[src/rtl/imem_fetch_sequencer.sv]
// Instruction fetch sequencer: holds IMemAddr for RD_CYCLES cycles, captures the
// returned word into an in-order queue drained by decode, supports redirects and halts at PC_LIMIT.
//
// state | meaning
// ------+-----------------------------------------------------------
// INIT  | first edge after reset release, loads StartPC
// FETCH | address held, counting read cycles
// STALL | read complete but queue full; address held until space
// HALT  | fetch reached PC_LIMIT; queue still drains
module imem_fetch_sequencer #(
    parameter int          RD_CYCLES = 2,
    parameter int          DEPTH     = 2,
    parameter logic [63:0] PC_LIMIT  = 64'h58
) (
    input  logic        CLK,
    input  logic        Reset_L,
    input  logic [63:0] StartPC,
    output logic [63:0] IMemAddr,
    input  logic [31:0] IMemData,
    output logic        InstValid,
    input  logic        InstReady,
    output logic [31:0] InstData,
    output logic [63:0] InstPC,
    input  logic        Redirect,
    input  logic [63:0] RedirectPC,
    output logic        Halted
);

    localparam int WC_W  = (RD_CYCLES > 1) ? $clog2(RD_CYCLES) : 1;
    localparam int PTR_W = (DEPTH > 1) ? $clog2(DEPTH) : 1;
    localparam int CNT_W = $clog2(DEPTH + 1);

    localparam logic [WC_W-1:0]  WC_LAST  = WC_W'(RD_CYCLES - 1);
    localparam logic [CNT_W-1:0] CNT_FULL = CNT_W'(DEPTH);
    localparam logic [PTR_W-1:0] PTR_LAST = PTR_W'(DEPTH - 1);

    typedef enum logic [1:0] {
        S_INIT  = 2'd0,
        S_FETCH = 2'd1,
        S_STALL = 2'd2,
        S_HALT  = 2'd3
    } state_t;

    state_t            state, state_nxt;
    logic [63:0]       fetch_pc, fetch_pc_nxt;
    logic [WC_W-1:0]   wait_cnt, wait_cnt_nxt;

    logic [31:0]       q_data [DEPTH];
    logic [63:0]       q_pc   [DEPTH];
    logic [PTR_W-1:0]  rd_ptr, wr_ptr;
    logic [CNT_W-1:0]  count;

    logic [63:0] start_pc_al, redir_pc_al, pc_inc;
    logic        pop, space, capture, redirect_act;

    function automatic logic [PTR_W-1:0] ptr_inc(input logic [PTR_W-1:0] p);
        return (p == PTR_LAST) ? '0 : p + PTR_W'(1);
    endfunction

    assign start_pc_al  = StartPC & ~64'h3;
    assign redir_pc_al  = RedirectPC & ~64'h3;
    assign pc_inc       = fetch_pc + 64'd4;
    assign pop          = (count != '0) && InstReady;
    assign space        = (count != CNT_FULL) || pop;
    assign redirect_act = Redirect && (state != S_INIT);
    assign capture      = ((state == S_FETCH) || (state == S_STALL)) &&
                          (wait_cnt == WC_LAST) && space;

    always_ff @(posedge CLK or negedge Reset_L) begin
        if (!Reset_L) begin
            state    <= S_INIT;
            fetch_pc <= '0;
            wait_cnt <= '0;
        end else begin
            state    <= state_nxt;
            fetch_pc <= fetch_pc_nxt;
            wait_cnt <= wait_cnt_nxt;
        end
    end

    // Entering HALT parks the address at PC_LIMIT regardless of how HALT was reached.
    always_comb begin
        state_nxt    = state;
        fetch_pc_nxt = fetch_pc;
        wait_cnt_nxt = wait_cnt;
        case (state)
            S_INIT: begin
                wait_cnt_nxt = '0;
                if (start_pc_al >= PC_LIMIT) begin
                    state_nxt    = S_HALT;
                    fetch_pc_nxt = PC_LIMIT;
                end else begin
                    state_nxt    = S_FETCH;
                    fetch_pc_nxt = start_pc_al;
                end
            end
            S_FETCH, S_STALL: begin
                if (wait_cnt != WC_LAST) begin
                    wait_cnt_nxt = wait_cnt + WC_W'(1);
                end else if (space) begin
                    wait_cnt_nxt = '0;
                    if (pc_inc >= PC_LIMIT) begin
                        state_nxt    = S_HALT;
                        fetch_pc_nxt = PC_LIMIT;
                    end else begin
                        state_nxt    = S_FETCH;
                        fetch_pc_nxt = pc_inc;
                    end
                end else begin
                    state_nxt = S_STALL;
                end
            end
            S_HALT: state_nxt = S_HALT;
            default: state_nxt = S_INIT;
        endcase
        if (redirect_act) begin
            wait_cnt_nxt = '0;
            if (redir_pc_al >= PC_LIMIT) begin
                state_nxt    = S_HALT;
                fetch_pc_nxt = PC_LIMIT;
            end else begin
                state_nxt    = S_FETCH;
                fetch_pc_nxt = redir_pc_al;
            end
        end
    end

    always_comb begin
        IMemAddr  = fetch_pc;
        Halted    = (state == S_HALT);
        InstValid = (count != '0);
        InstData  = q_data[rd_ptr];
        InstPC    = q_pc[rd_ptr];
    end

    // A redirect discards both the capture and the pop of its cycle.
    always_ff @(posedge CLK or negedge Reset_L) begin
        if (!Reset_L) begin
            rd_ptr <= '0;
            wr_ptr <= '0;
            count  <= '0;
            for (int i = 0; i < DEPTH; i++) begin
                q_data[i] <= '0;
                q_pc[i]   <= '0;
            end
        end else if (redirect_act) begin
            rd_ptr <= '0;
            wr_ptr <= '0;
            count  <= '0;
        end else begin
            if (capture) begin
                q_data[wr_ptr] <= IMemData;
                q_pc[wr_ptr]   <= fetch_pc;
                wr_ptr         <= ptr_inc(wr_ptr);
            end
            if (pop) begin
                rd_ptr <= ptr_inc(rd_ptr);
            end
            if (capture && !pop) begin
                count <= count + CNT_W'(1);
            end else if (pop && !capture) begin
                count <= count - CNT_W'(1);
            end
        end
    end

endmodule

[config.mk]
export PLATFORM = sky130hd
export DESIGN_NAME = imem_fetch_sequencer
export DESIGN_NICKNAME = d
export VERILOG_FILES = /design/src/rtl/imem_fetch_sequencer.sv
export SDC_FILE = /design/constraint.sdc
export NUM_CORES = 1
export LEC_CHECK = 0
export BUFFER_PORTS_ARGS = -buffer_cell sky130_fd_sc_hd__buf_2
export CORE_MARGIN = 3
export CORE_UTILIZATION = 50
export CTS_CLUSTER_SIZE = 28
export DETAILED_ROUTE_END_ITERATION = 8
export PLACE_DENSITY_LB_ADDON = 0.3
export SLEW_MARGIN = 20
export SYNTH_ARGS = -nofsm -noshare
export SYNTH_HDL_FRONTEND = slang
export SYNTH_SLANG_ARGS = --single-unit
[constraint.sdc]
create_clock -name CLK -period 5.7 [get_ports CLK]
set_input_delay 1.425 -clock CLK [delete_from_list [all_inputs] [get_ports CLK]]
set_output_delay 1.425 -clock CLK [all_outputs]
set_load 0.005 [all_outputs]
==> results.txt <==
PortBufs: 317
Worst EP required: 6.15 ns
Initial Util: 51.80%
Setup Viol. Count Final: 0
Number of post-CTS setup repair buffers: 0
Max_cap viols: 0
Die width: 166.1 um
GRT overflow: 0
Drt pass-1 iters: 5
DP Worst Slack: 1.801 ns
Minimum clock period: 4.022 ns
Clock skew: 0.01210 ns
Worst r2r dst: IMemAddr[2]
R2r setup slk: 1.68 ns
Worst-path clk slew: 0.06 ns
Final Cell Area: 0.01574 mm2
Vias in the first global route: 10110
DR WL/cell: 20.58 um
Clock Tree Buf Depth: 3
Gate Count Post-Synth: 1097
Reg power frac: 40.4%
Final core utilization: 63.61%
Final Hold Vio Count: 0
FP Rows: 57
Root buffer cell: clkbuf_16
Share of cells above drive strength 1: 48.02%
VDD IR-drop max: 0.2359 mV
Crit Path Max Fanout: 10
Num CTS Buffers: 28
Drt total wl: 35.83 mm
Area growth, synth to finish: 22.79%
Clock network power share: 35.5%
Setup TNS: 0 ns
Main synth FF type: dfrtp_1
Crit path capture type: flop
Routability Congestion: 0.9420
Status: complete, no violations
Setup crit start kind: flop
Crit-path leading delay family: simple AND/OR/NAND/NOR gates
Yosys warns: 0
DRT iter0 DRCs: 821
DIE HEIGHT: 166.1 um
R2r startpoint: IMemAddr[2]
WS Path Type: reg -> reg
Delay of the slowest cell on the worst path: 0.63 ns
Hold-fix buffers, CTS: 0
Fin worst setup slack: 1.678 ns
Pin count of the biggest net entering global routing: 123
Placed inst area: 0.01468 mm2
Vias per Instance: 5.679
Fin. max-slew vios: 0
CTS sink cnt: 257
Buf/Inv on CP: 0
CP Capture Point: IMemAddr[2]
Psw: 1.575 mW
Max-slew headroom at the worst pin: 37.94%
Post-synth EDFFs: 0
Dpl hpwl: 25.97 mm
H-Tree Depth: 1
Combinational share of power: 24.2%
Die footprint: 0.02760 mm2
Slew at the pin with the worst max-slew slack: 0.9309 ns
GRT Util Overall: 25.47%
CP Launch Point: IMemAddr[2]
Post-Route Hold Slack: 0.4857 ns
Post-synth cell types: 70
Residual DRC: 0
Number of synthesized register bits: 257
IO Count: 326
Critical path, cell by cell: ha_1 > nand3_2 > or4_4 > o21ai_0 > and4_1 > o2111ai_1 > or4b_4 > nor4_4 > nand4b_1 > a211oi_2
Final nets: 1559
Period utilization: 70.56%
P_int: 4.068 mW
CTS tree: yes
First-pass GRT wire length: 57.02 mm
Fill cells: 2001
Critical path depth: 10
Worst Hold Class: reg -> reg
Clock latency at the later pin of the worst-skew pair: 0.54 ns
Cell Area, Synth: 0.01282 mm2
Async S/R FF share, synth: 100.0%
Post-CTS sizing: 0
Crit path DAT: 4.48 ns
Via count: 9887
Static Leakage: 7.684 nW
Initial antenna violation count: 7
Synth Area per Inst: 11.69 um2
Switch share: 27.91%
RSZ-0062 raised after global routing: false
Power density cells: 358.5 mW/mm2
Fmax: 0.2486 GHz
Core Region: 0.02475 mm2
Slowest stage cell, crit path: or4_4
Sequential area share after synthesis: 50.17%
Routed Antenna Nets: 0
Worst-case reg-to-reg path depth: 10
==> per-layer routing <==
metal	track usage [%]	vias up	share of wire, %
met1	32.74	4883	40
met5	0	-	0
li1	-	4628	-
met2	44.95	323	51
met3	3.499	53	5.4
met4	7.812	0	2.8
==> synthesized netlist by cell type (4+ instances only) <==
cell type  count  area (um2)
a21oi_1       20       100.1
a31oi_1        6       37.54
and2_1        49       306.5
or2_2          5       31.28
nand3_1       27       135.1
and4_1         8       70.07
xnor2_1        9       78.83
o211ai_1       4       30.03
inv_1         21       78.83
nor2b_1        5       31.28
clkbuf_1      46       172.7
mux2i_1        5       50.05
nor4_1        42       262.8
mux2_2       271        3052
nand2_1       58       217.7
o21ai_0       32       160.2
nand2b_1       5       31.28
or4_1          4       30.03
and3_1         7       43.79
nor2_1        40       150.1
or3_1          6       37.54
nand4_1       32       200.2
buf_2         12       60.06
ha_1           5       62.56
nor3_1        33       165.2
buf_1          7       26.28
dfrtp_1      257        6431
buf_4          4       30.03
==> final cells by class <==
type	count	area (um2)	area share (%)
sequential	257	6435	40.88
multi-input combinational	751	6032	38.32
timing repair buffer	331	1727	10.97
clock buffer	40	857.1	5.445
tap	324	405.4	2.575
clock inverter	12	193.9	1.232
inverter	21	78.83	0.5008
antenna	5	12.51	0.07949
==> stage by stage <==
| step | power (mW) | instances |
|---|---|---|
| floorplan | 3.144 | 1100 |
| global placement | 3.619 | 1684 |
| detailed placement | 3.676 | 1684 |
| CTS | 5.697 | 1736 |
| global route | 5.924 | 1741 |
| finish | 5.644 | 1741 |
==> worst register-to-register path, cell delays in order, from the launching register on <==
cell and delay (ns):
dfrtp_1 0.60, ha_1 0.39, nand3_2 0.19, or4_4 0.63, o21ai_0 0.21, and4_1 0.20, o2111ai_1 0.10, or4b_4 0.55
nor4_4 0.59, nand4b_1 0.24, a211oi_2 0.25
==> logic make-up after synthesis <==
| family | synth area share (%) |
|---|---|
| simple gates | 15.79 |
| mux | 24.19 |
| other cells | 0.02925 |
| buf+inv | 3.045 |
| fa+ha+maj | 0.4880 |
| xor+xnor | 0.8199 |
| flops | 50.17 |
| compound gates | 5.466 |
==> registers in the layout (all words and copies together), names as in the netlist <==
name / count
IMemAddr: 62
rd_ptr: 1
state: 2
q_pc: 124
wr_ptr: 1
q_data: 64
count: 2
wait_cnt: 1
==> power by group through the flow <==
| stage | logic, mW | clock network (mW) | registers (mW) |
|---|---|---|---|
| after floorplan | 0.914 | 0 | 2.23 |
| after global placement | 1.33 | 0 | 2.29 |
| after detailed placement | 1.37 | 0 | 2.31 |
| after CTS | 1.38 | 2.04 | 2.28 |
| after global routing | 1.48 | 2.13 | 2.31 |
| final | 1.36 | 2.00 | 2.28 |
==> cells in the final DEF, fill, tap and decap left out, types with 5 or more instances in the layout <==
| cell | n |
|---|---|
| clkbuf_8 | 9 |
| buf_4 | 12 |
| mux2_2 | 271 |
| inv_1 | 21 |
| nor4_1 | 42 |
| nand3_1 | 26 |
| buf_2 | 316 |
| nor3_1 | 33 |
| dfrtp_1 | 256 |
| nand4_1 | 32 |
| diode_2 | 5 |
| a31oi_1 | 6 |
| or2_2 | 5 |
| and2_1 | 49 |
| a21oi_1 | 20 |
| nor2_1 | 38 |
| o21ai_0 | 32 |
| xnor2_1 | 9 |
| clkbuf_16 | 29 |
| nor2b_1 | 5 |
| and4_1 | 8 |
| or3_1 | 6 |
| nand2b_1 | 5 |
| ha_1 | 5 |
| and3_1 | 7 |
| bufinv_16 | 5 |
| nand2_1 | 58 |
| mux2i_1 | 5 |
==> worst min path at each step <==
stage,start,end,slack (ns),cells after the start
finish,q_pc[60],q_pc[60],0.49,2
global route,q_pc[25],q_pc[25],0.51,2
CTS,q_pc[5],q_pc[5],0.48,2
detailed placement,q_pc[5],q_pc[5],0.47,2
global placement,q_pc[26],q_pc[26],0.46,2
floorplan,q_pc[13],q_pc[13],0.44,2
No activity file was read; power rests on OpenSTA's default activity.
